==> src/rtl/normalize_pkg.sv <==
// Shared types for the two-stage normalize pipeline. Fields are sized for the widest
// legal operand (32) so both 24- and 32-bit builds share one set of types.
package normalize_pkg;

    localparam int DATA_WIDTH_MAX = 32;
    localparam int SHIFT_WIDTH    = $clog2(DATA_WIDTH_MAX);
    localparam int EXP_WIDTH_MAX  = 16;

    typedef struct packed {
        logic [DATA_WIDTH_MAX-1:0] operand;
        logic [SHIFT_WIDTH-1:0]    count;
        logic                      is_zero;
        logic [EXP_WIDTH_MAX-1:0]  exponent;
    } s1_t;

    typedef struct packed {
        logic [DATA_WIDTH_MAX-1:0] normalized;
        logic [SHIFT_WIDTH-1:0]    shift;
        logic                      is_zero;
        logic [EXP_WIDTH_MAX-1:0]  exponent;
        logic                      underflow;
    } s2_t;

    // Returns {borrow, difference}; borrow is set exactly when exp < shift (unsigned).
    function automatic logic [EXP_WIDTH_MAX:0] exp_sub(
        input logic [EXP_WIDTH_MAX-1:0] exp,
        input logic [SHIFT_WIDTH-1:0]   shift
    );
        logic [EXP_WIDTH_MAX:0] ext_exp;
        logic [EXP_WIDTH_MAX:0] ext_shift;
        ext_exp   = {1'b0, exp};
        ext_shift = {{(EXP_WIDTH_MAX + 1 - SHIFT_WIDTH){1'b0}}, shift};
        return ext_exp - ext_shift;
    endfunction

endpackage

==> src/rtl/count_leading_zeros.sv <==
// Combinational leading-zero counter; count is 0 for an all-zero input and
// is_all_zero_o flags that case separately.
module count_leading_zeros #(
    parameter int WIDTH = 32
) (
    input  logic [WIDTH-1:0]         data_i,
    output logic [$clog2(WIDTH)-1:0] count_o,
    output logic                     is_all_zero_o
);

    localparam int CW = $clog2(WIDTH);

    // Scan LSB to MSB so the highest set bit determines the final count.
    always_comb begin
        count_o = {CW{1'b0}};
        for (int i = 0; i < WIDTH; i++) begin
            if (data_i[i]) begin
                count_o = CW'(WIDTH - 1 - i);
            end else begin
                count_o = count_o;
            end
        end
    end

    assign is_all_zero_o = ~|data_i;

endmodule

==> src/rtl/normalize_shifter.sv <==
// Two-stage pipelined left-normalizer with valid/ready on both sides.
// Optional exponent adjust path enabled by defining NORMALIZE_EXP_ADJUST_EN.
module normalize_shifter
    import normalize_pkg::*;
#(
    parameter int DATA_WIDTH = 32,
    parameter int EXP_WIDTH  = 8
) (
    input  logic                          clk_i,
    input  logic                          rst_n_i,
    input  logic [DATA_WIDTH-1:0]         operand_i,
    input  logic [EXP_WIDTH-1:0]          exponent_i,
    input  logic                          valid_i,
    output logic                          ready_o,
    output logic [DATA_WIDTH-1:0]         normalized_o,
    output logic [$clog2(DATA_WIDTH)-1:0] shift_o,
    output logic                          is_zero_o,
    output logic [EXP_WIDTH-1:0]          exponent_o,
    output logic                          underflow_o,
    output logic                          valid_o,
    input  logic                          ready_i
);

    logic [SHIFT_WIDTH-1:0] clz_count_s;
    logic                   clz_zero_s;
    logic                   s1_en_s;
    logic                   s2_en_s;
    logic [DATA_WIDTH-1:0]  s1_operand_s;
    logic [DATA_WIDTH-1:0]  shifted_s;
    logic                   unused_s;

    s1_t  s1_d;
    s1_t  s1_q;
    s2_t  s2_d;
    s2_t  s2_q;
    logic s1_valid_d;
    logic s1_valid_q;
    logic s2_valid_d;
    logic s2_valid_q;

    count_leading_zeros #(
        .WIDTH(DATA_WIDTH)
    ) u_clz (
        .data_i       (operand_i),
        .count_o      (clz_count_s),
        .is_all_zero_o(clz_zero_s)
    );

    assign s2_en_s = !s2_valid_q || ready_i;
    assign s1_en_s = !s1_valid_q || s2_en_s;
    assign ready_o = s1_en_s;

    assign s1_operand_s = s1_q.operand[DATA_WIDTH-1:0];
    assign shifted_s    = s1_operand_s << s1_q.count;

`ifdef NORMALIZE_EXP_ADJUST_EN
    logic [EXP_WIDTH_MAX:0] exp_diff_s;
    assign exp_diff_s = exp_sub(s1_q.exponent, s1_q.count);
`endif

    // Stage 1 next state: operand, CLZ count and zero flag captured on accept.
    always_comb begin
        s1_d       = s1_q;
        s1_valid_d = s1_valid_q;
        if (s1_en_s) begin
            s1_valid_d = valid_i;
            if (valid_i) begin
                s1_d.operand = DATA_WIDTH_MAX'(operand_i);
                // An all-zero operand reports a shift of 0, not the raw width.
                s1_d.count   = clz_zero_s ? {SHIFT_WIDTH{1'b0}} : clz_count_s;
                s1_d.is_zero = clz_zero_s;
`ifdef NORMALIZE_EXP_ADJUST_EN
                s1_d.exponent = EXP_WIDTH_MAX'(exponent_i);
`else
                s1_d.exponent = {EXP_WIDTH_MAX{1'b0}};
`endif
            end else begin
                s1_d = s1_q;
            end
        end else begin
            s1_valid_d = s1_valid_q;
        end
    end

    // Stage 2 next state: shifted operand and adjusted exponent.
    always_comb begin
        s2_d       = s2_q;
        s2_valid_d = s2_valid_q;
        if (s2_en_s) begin
            s2_valid_d = s1_valid_q;
            if (s1_valid_q) begin
                s2_d.normalized = DATA_WIDTH_MAX'(shifted_s);
                s2_d.shift      = s1_q.count;
                s2_d.is_zero    = s1_q.is_zero;
`ifdef NORMALIZE_EXP_ADJUST_EN
                if (s1_q.is_zero) begin
                    s2_d.exponent  = {EXP_WIDTH_MAX{1'b0}};
                    s2_d.underflow = 1'b0;
                end else begin
                    s2_d.exponent  = exp_diff_s[EXP_WIDTH_MAX-1:0];
                    s2_d.underflow = exp_diff_s[EXP_WIDTH_MAX];
                end
`else
                s2_d.exponent  = {EXP_WIDTH_MAX{1'b0}};
                s2_d.underflow = 1'b0;
`endif
            end else begin
                s2_d = s2_q;
            end
        end else begin
            s2_valid_d = s2_valid_q;
        end
    end

    // Pipeline registers; reset drops any in-flight item immediately.
    always_ff @(posedge clk_i or negedge rst_n_i) begin
        if (!rst_n_i) begin
            s1_q       <= '0;
            s2_q       <= '0;
            s1_valid_q <= 1'b0;
            s2_valid_q <= 1'b0;
        end else begin
            s1_q       <= s1_d;
            s2_q       <= s2_d;
            s1_valid_q <= s1_valid_d;
            s2_valid_q <= s2_valid_d;
        end
    end

    assign normalized_o = s2_q.normalized[DATA_WIDTH-1:0];
    assign shift_o      = s2_q.shift;
    assign is_zero_o    = s2_q.is_zero;
    assign valid_o      = s2_valid_q;

`ifdef NORMALIZE_EXP_ADJUST_EN
    assign exponent_o  = s2_q.exponent[EXP_WIDTH-1:0];
    assign underflow_o = s2_q.underflow;
`else
    assign exponent_o  = {EXP_WIDTH{1'b0}};
    assign underflow_o = 1'b0;
`endif

    // Upper struct bits are constant in narrower builds and exponent fields are unused without the macro.
    assign unused_s = ^{s1_q.operand, s2_q.normalized, s1_q.exponent, s2_q.exponent,
                        s2_q.underflow, exponent_i};

endmodule

==> config.mk <==
export PLATFORM = sky130hd
export DESIGN_NAME = normalize_shifter
export DESIGN_NICKNAME = d
export VERILOG_FILES = /design/src/rtl/normalize_pkg.sv /design/src/rtl/count_leading_zeros.sv /design/src/rtl/normalize_shifter.sv
export SDC_FILE = /design/constraint.sdc
export NUM_CORES = 1
export LEC_CHECK = 0
export CORE_MARGIN = 2
export CORE_UTILIZATION = 54
export CTS_BUF_LIST = sky130_fd_sc_hd__clkbuf_8
export DETAILED_ROUTE_END_ITERATION = 10
export PLACE_DENSITY = 0.81
export RECOVER_POWER = 50
export SETUP_SLACK_MARGIN = 0.2
export SYNTH_ARGS = -nofsm -noshare
export SYNTH_HDL_FRONTEND = slang
export SYNTH_SLANG_ARGS = --single-unit
==> constraint.sdc <==
create_clock -name clk_i -period 2.4 [get_ports clk_i]
set_input_delay 0.6 -clock clk_i [delete_from_list [all_inputs] [get_ports clk_i]]
set_output_delay 0.6 -clock clk_i [all_outputs]
set_load 0.1 [all_outputs]
==> flow_summary.yaml <==
clocking:
  clockBufferDepth: 2
  cts_buffers: 9
  clk_pin_slew_ns: 0.08
  cts_tree: "yes"
  holdBufCountCts: 0
  clkLatencyLatePin_ns: 0.36
  htreeDepth: 3
  cts.sinks: 78
  cts_root_buffer: "clkbuf_8"
sta:
  grt_setup_unrepaired: "yes"
  maxSlewViolCount: 68
  finalSetupViolCount: 0
  max_slew_margin: -0.0646
  hold_viol_final: 0
  period_minus_slack_ns: 2.20
  whs_ns: 0.473
  tns_ns: 0
  tightestPinTransition_ns: 1.60
  max_freq_mhz: 455
  setup_ws_ns: 0.204
  skew_ns: 0.0133
  fin_crit_sh: 0.915
status:
  violations: "max-capacitance violations, max-slew violations"
  status: "complete, but fails checks"
power_and_ir_drop:
  intPower_w: 0.00310
  irDropWorstVdd_mv: 0.470
  p_total_w: 0.00586
  clkPwrFrac: 0.198
  power.leakage_nw: 2.65
  p_per_area_nw_per_um2: 950
  p_seq_frac: 0.303
  pwr-share-comb: 0.499
  p_sw_frac: 0.470
  p_switching_w: 0.00276
worst_setup_path:
  max_stage_delay_ns: 0.47
  cp.required_ns: 1.80
  arrival_ns: 1.60
  end_kind: "primary output"
  crit_path_max_fanout: 2
  slowest_stage: "clkdlybuf4s50_1"
  critical_path.cell_chain: "clkdlybuf4s50_1, nand3b_1, clkbuf_1, buf_12"
  startpoint_type: "input port"
  crit_type: "input port to primary output"
  critical-path-top-delay-family: "buffers and inverters"
  cp.buffers_inverters: 3
placement:
  io_buffers: 75
  pre_cts_slack_ns: -0.161
  gp_congestion: 0.951
  dp_hpwl_um: 9640
route:
  final_antenna_net_count: 0
  vias: 4264
  finalWirelength_um: 12600
  vias_per_cell: 6.05
  drt-pass1-iter-count: 4
  drcViolationCount: 0
  wl_per_cell_um: 17.9
  drt_iter0_drc: 301
synth:
  yosysWarnings: 0
  synth_seq_cells: 78
  synth_top_area_frac: 0.397
  synthTopCellsByCount: "78 x dfrtp_1, 65 x nand2_1, 42 x mux2_2"
  syn_area_um2: 4920
  avgSynthCellArea_um2: 10.1
  yosysSeqAreaShare: 0.397
  synthArstFlopShare: 1.00
  netlist_instances: 488
  synth-edff-count: 0
  ys_top_cells_by_area: "dfrtp_1 40%, mux2_2 9.6%, mux2i_1 6.5%"
  yosys.area.top_type: "dfrtp_1"
  synthMostInstantiatedCell: "dfrtp_1"
  yosysUniqueCellTypes: 53
  synth_ff_type: "dfrtp_1"
cells_and_area:
  area_growth_pct: 25.4
  diodes: 0
  final_nets: 636
  drive_gt1_frac: 0.293
  fill_cells: 686
floorplanning:
  core_area_um2: 8760
  rows: 34
  die_w_um: 99.5
  io_pins: 93
  die_h_um: 99.5
  start_util: 0.561
  die_area_um2: 9890
global_route:
  grt_pass1_wl_um: 20500
  grt-ovfl-total: 0
  antenna_found_initial: 0
  grt_pass1_vias: 4175
  grt_max_degree: 68
  track_usage: 0.261
job:
  drv_cap: 1
hold_path:
  hold_class: "flop to flop"
-- power groups by stage --
stage / sequential (W) / clock, W / combinational [W]
after global placement: 0.00178 / 0 / 0.00290
final: 0.00178 / 0.00116 / 0.00292
after global routing: 0.00181 / 0.00123 / 0.00306
after floorplan: 0.00297 / 0 / 0.00104
after detailed placement: 0.00180 / 0 / 0.00294
after CTS: 0.00178 / 0.00117 / 0.00295
-- tightest hold or removal path: cells and delay by family, from the launching register on --
kind	cells	cell delay, ns
DFF	1	0.35
and+or+nand+nor	2	0.10
-- timing repair --
item | in CTS | in global routing
buffers inserted | 0 | 1
endpoints found under the setup margin | 2 | 7
resized for setup | 2 | 6
endpoints found under the hold margin | 0 | 0
pin swaps | 1 | 2
-- path summary, 6_finish.rpt --
kind | start | to | slack (ns) | cells after the start
max | ready_i | ready_o | 0.20 | 4
min | normalized_o[28] | normalized_o[28] | 0.47 | 2
max reg2reg | s1_q[17] | normalized_o[28] | 0.29 | 7
min reg2reg | normalized_o[28] | normalized_o[28] | 0.47 | 2
max in group asynchronous | rst_n_i | valid_o | 0.64 | 1
min in group asynchronous | rst_n_i | normalized_o[7] | 0.63 | 1
-- stage by stage --
| stage | utilization | cells | instance area, um^2 |
|---|---|---|---|
| floorplan | - | 496 | 5030 |
| global placement | 0.679 | 688 | 5950 |
| detailed placement | 0.679 | 688 | 5950 |
| CTS | 0.707 | 704 | 6200 |
| global route | 0.704 | 705 | 6170 |
| finish | 0.704 | 705 | 6170 |
-- routing by layer --
layer | GRT usage | wire length (um) | vias to the layer above
li1 | - | - | 2014
met1 | 0.348 | 5500 | 2078
met2 | 0.436 | 6190 | 152
met3 | 0.0387 | 641 | 20
met4 | 0.0938 | 291 | 0
met5 | 0 | 0 | -
-- cells by family after synthesis --
kind of cell	after synthesis	synth area share
compound gates	121	0.171
buf+inv	49	0.0593
flops	78	0.397
mux	90	0.232
other cells	1	0.000762
simple gates	149	0.140
-- area by class of cell --
| cell class | count | area (um^2) | share of cell area |
|---|---|---|---|
| clock buffer | 9 | 124 | 0.0201 |
| clock inverter | 7 | 114 | 0.0185 |
| inverter | 7 | 26.3 | 0.00426 |
| multi-input combinational | 369 | 2780 | 0.451 |
| sequential | 78 | 1960 | 0.317 |
| tap | 108 | 135 | 0.0219 |
| timing repair buffer | 127 | 1030 | 0.167 |
-- flip-flops by register name (all words and copies together), names as in the netlist --
name	flops
normalized_o	32
s1_operand_s	32
s1_q	6
shift_o	5
is_zero_o	1
s1_valid_q	1
valid_o	1
-- cells in the final DEF (no fill, tap or decap), types with 15 or more instances in the layout --
master,instances
mux2_2,30
buf_4,73
mux2_4,15
dfrtp_1,76
mux2i_1,32
nor2_1,31
clkdlybuf4s50_1,34
nand2_1,64
o21ai_0,26
a21oi_1,15
Note: power is estimated with default switching activity, not from simulation.
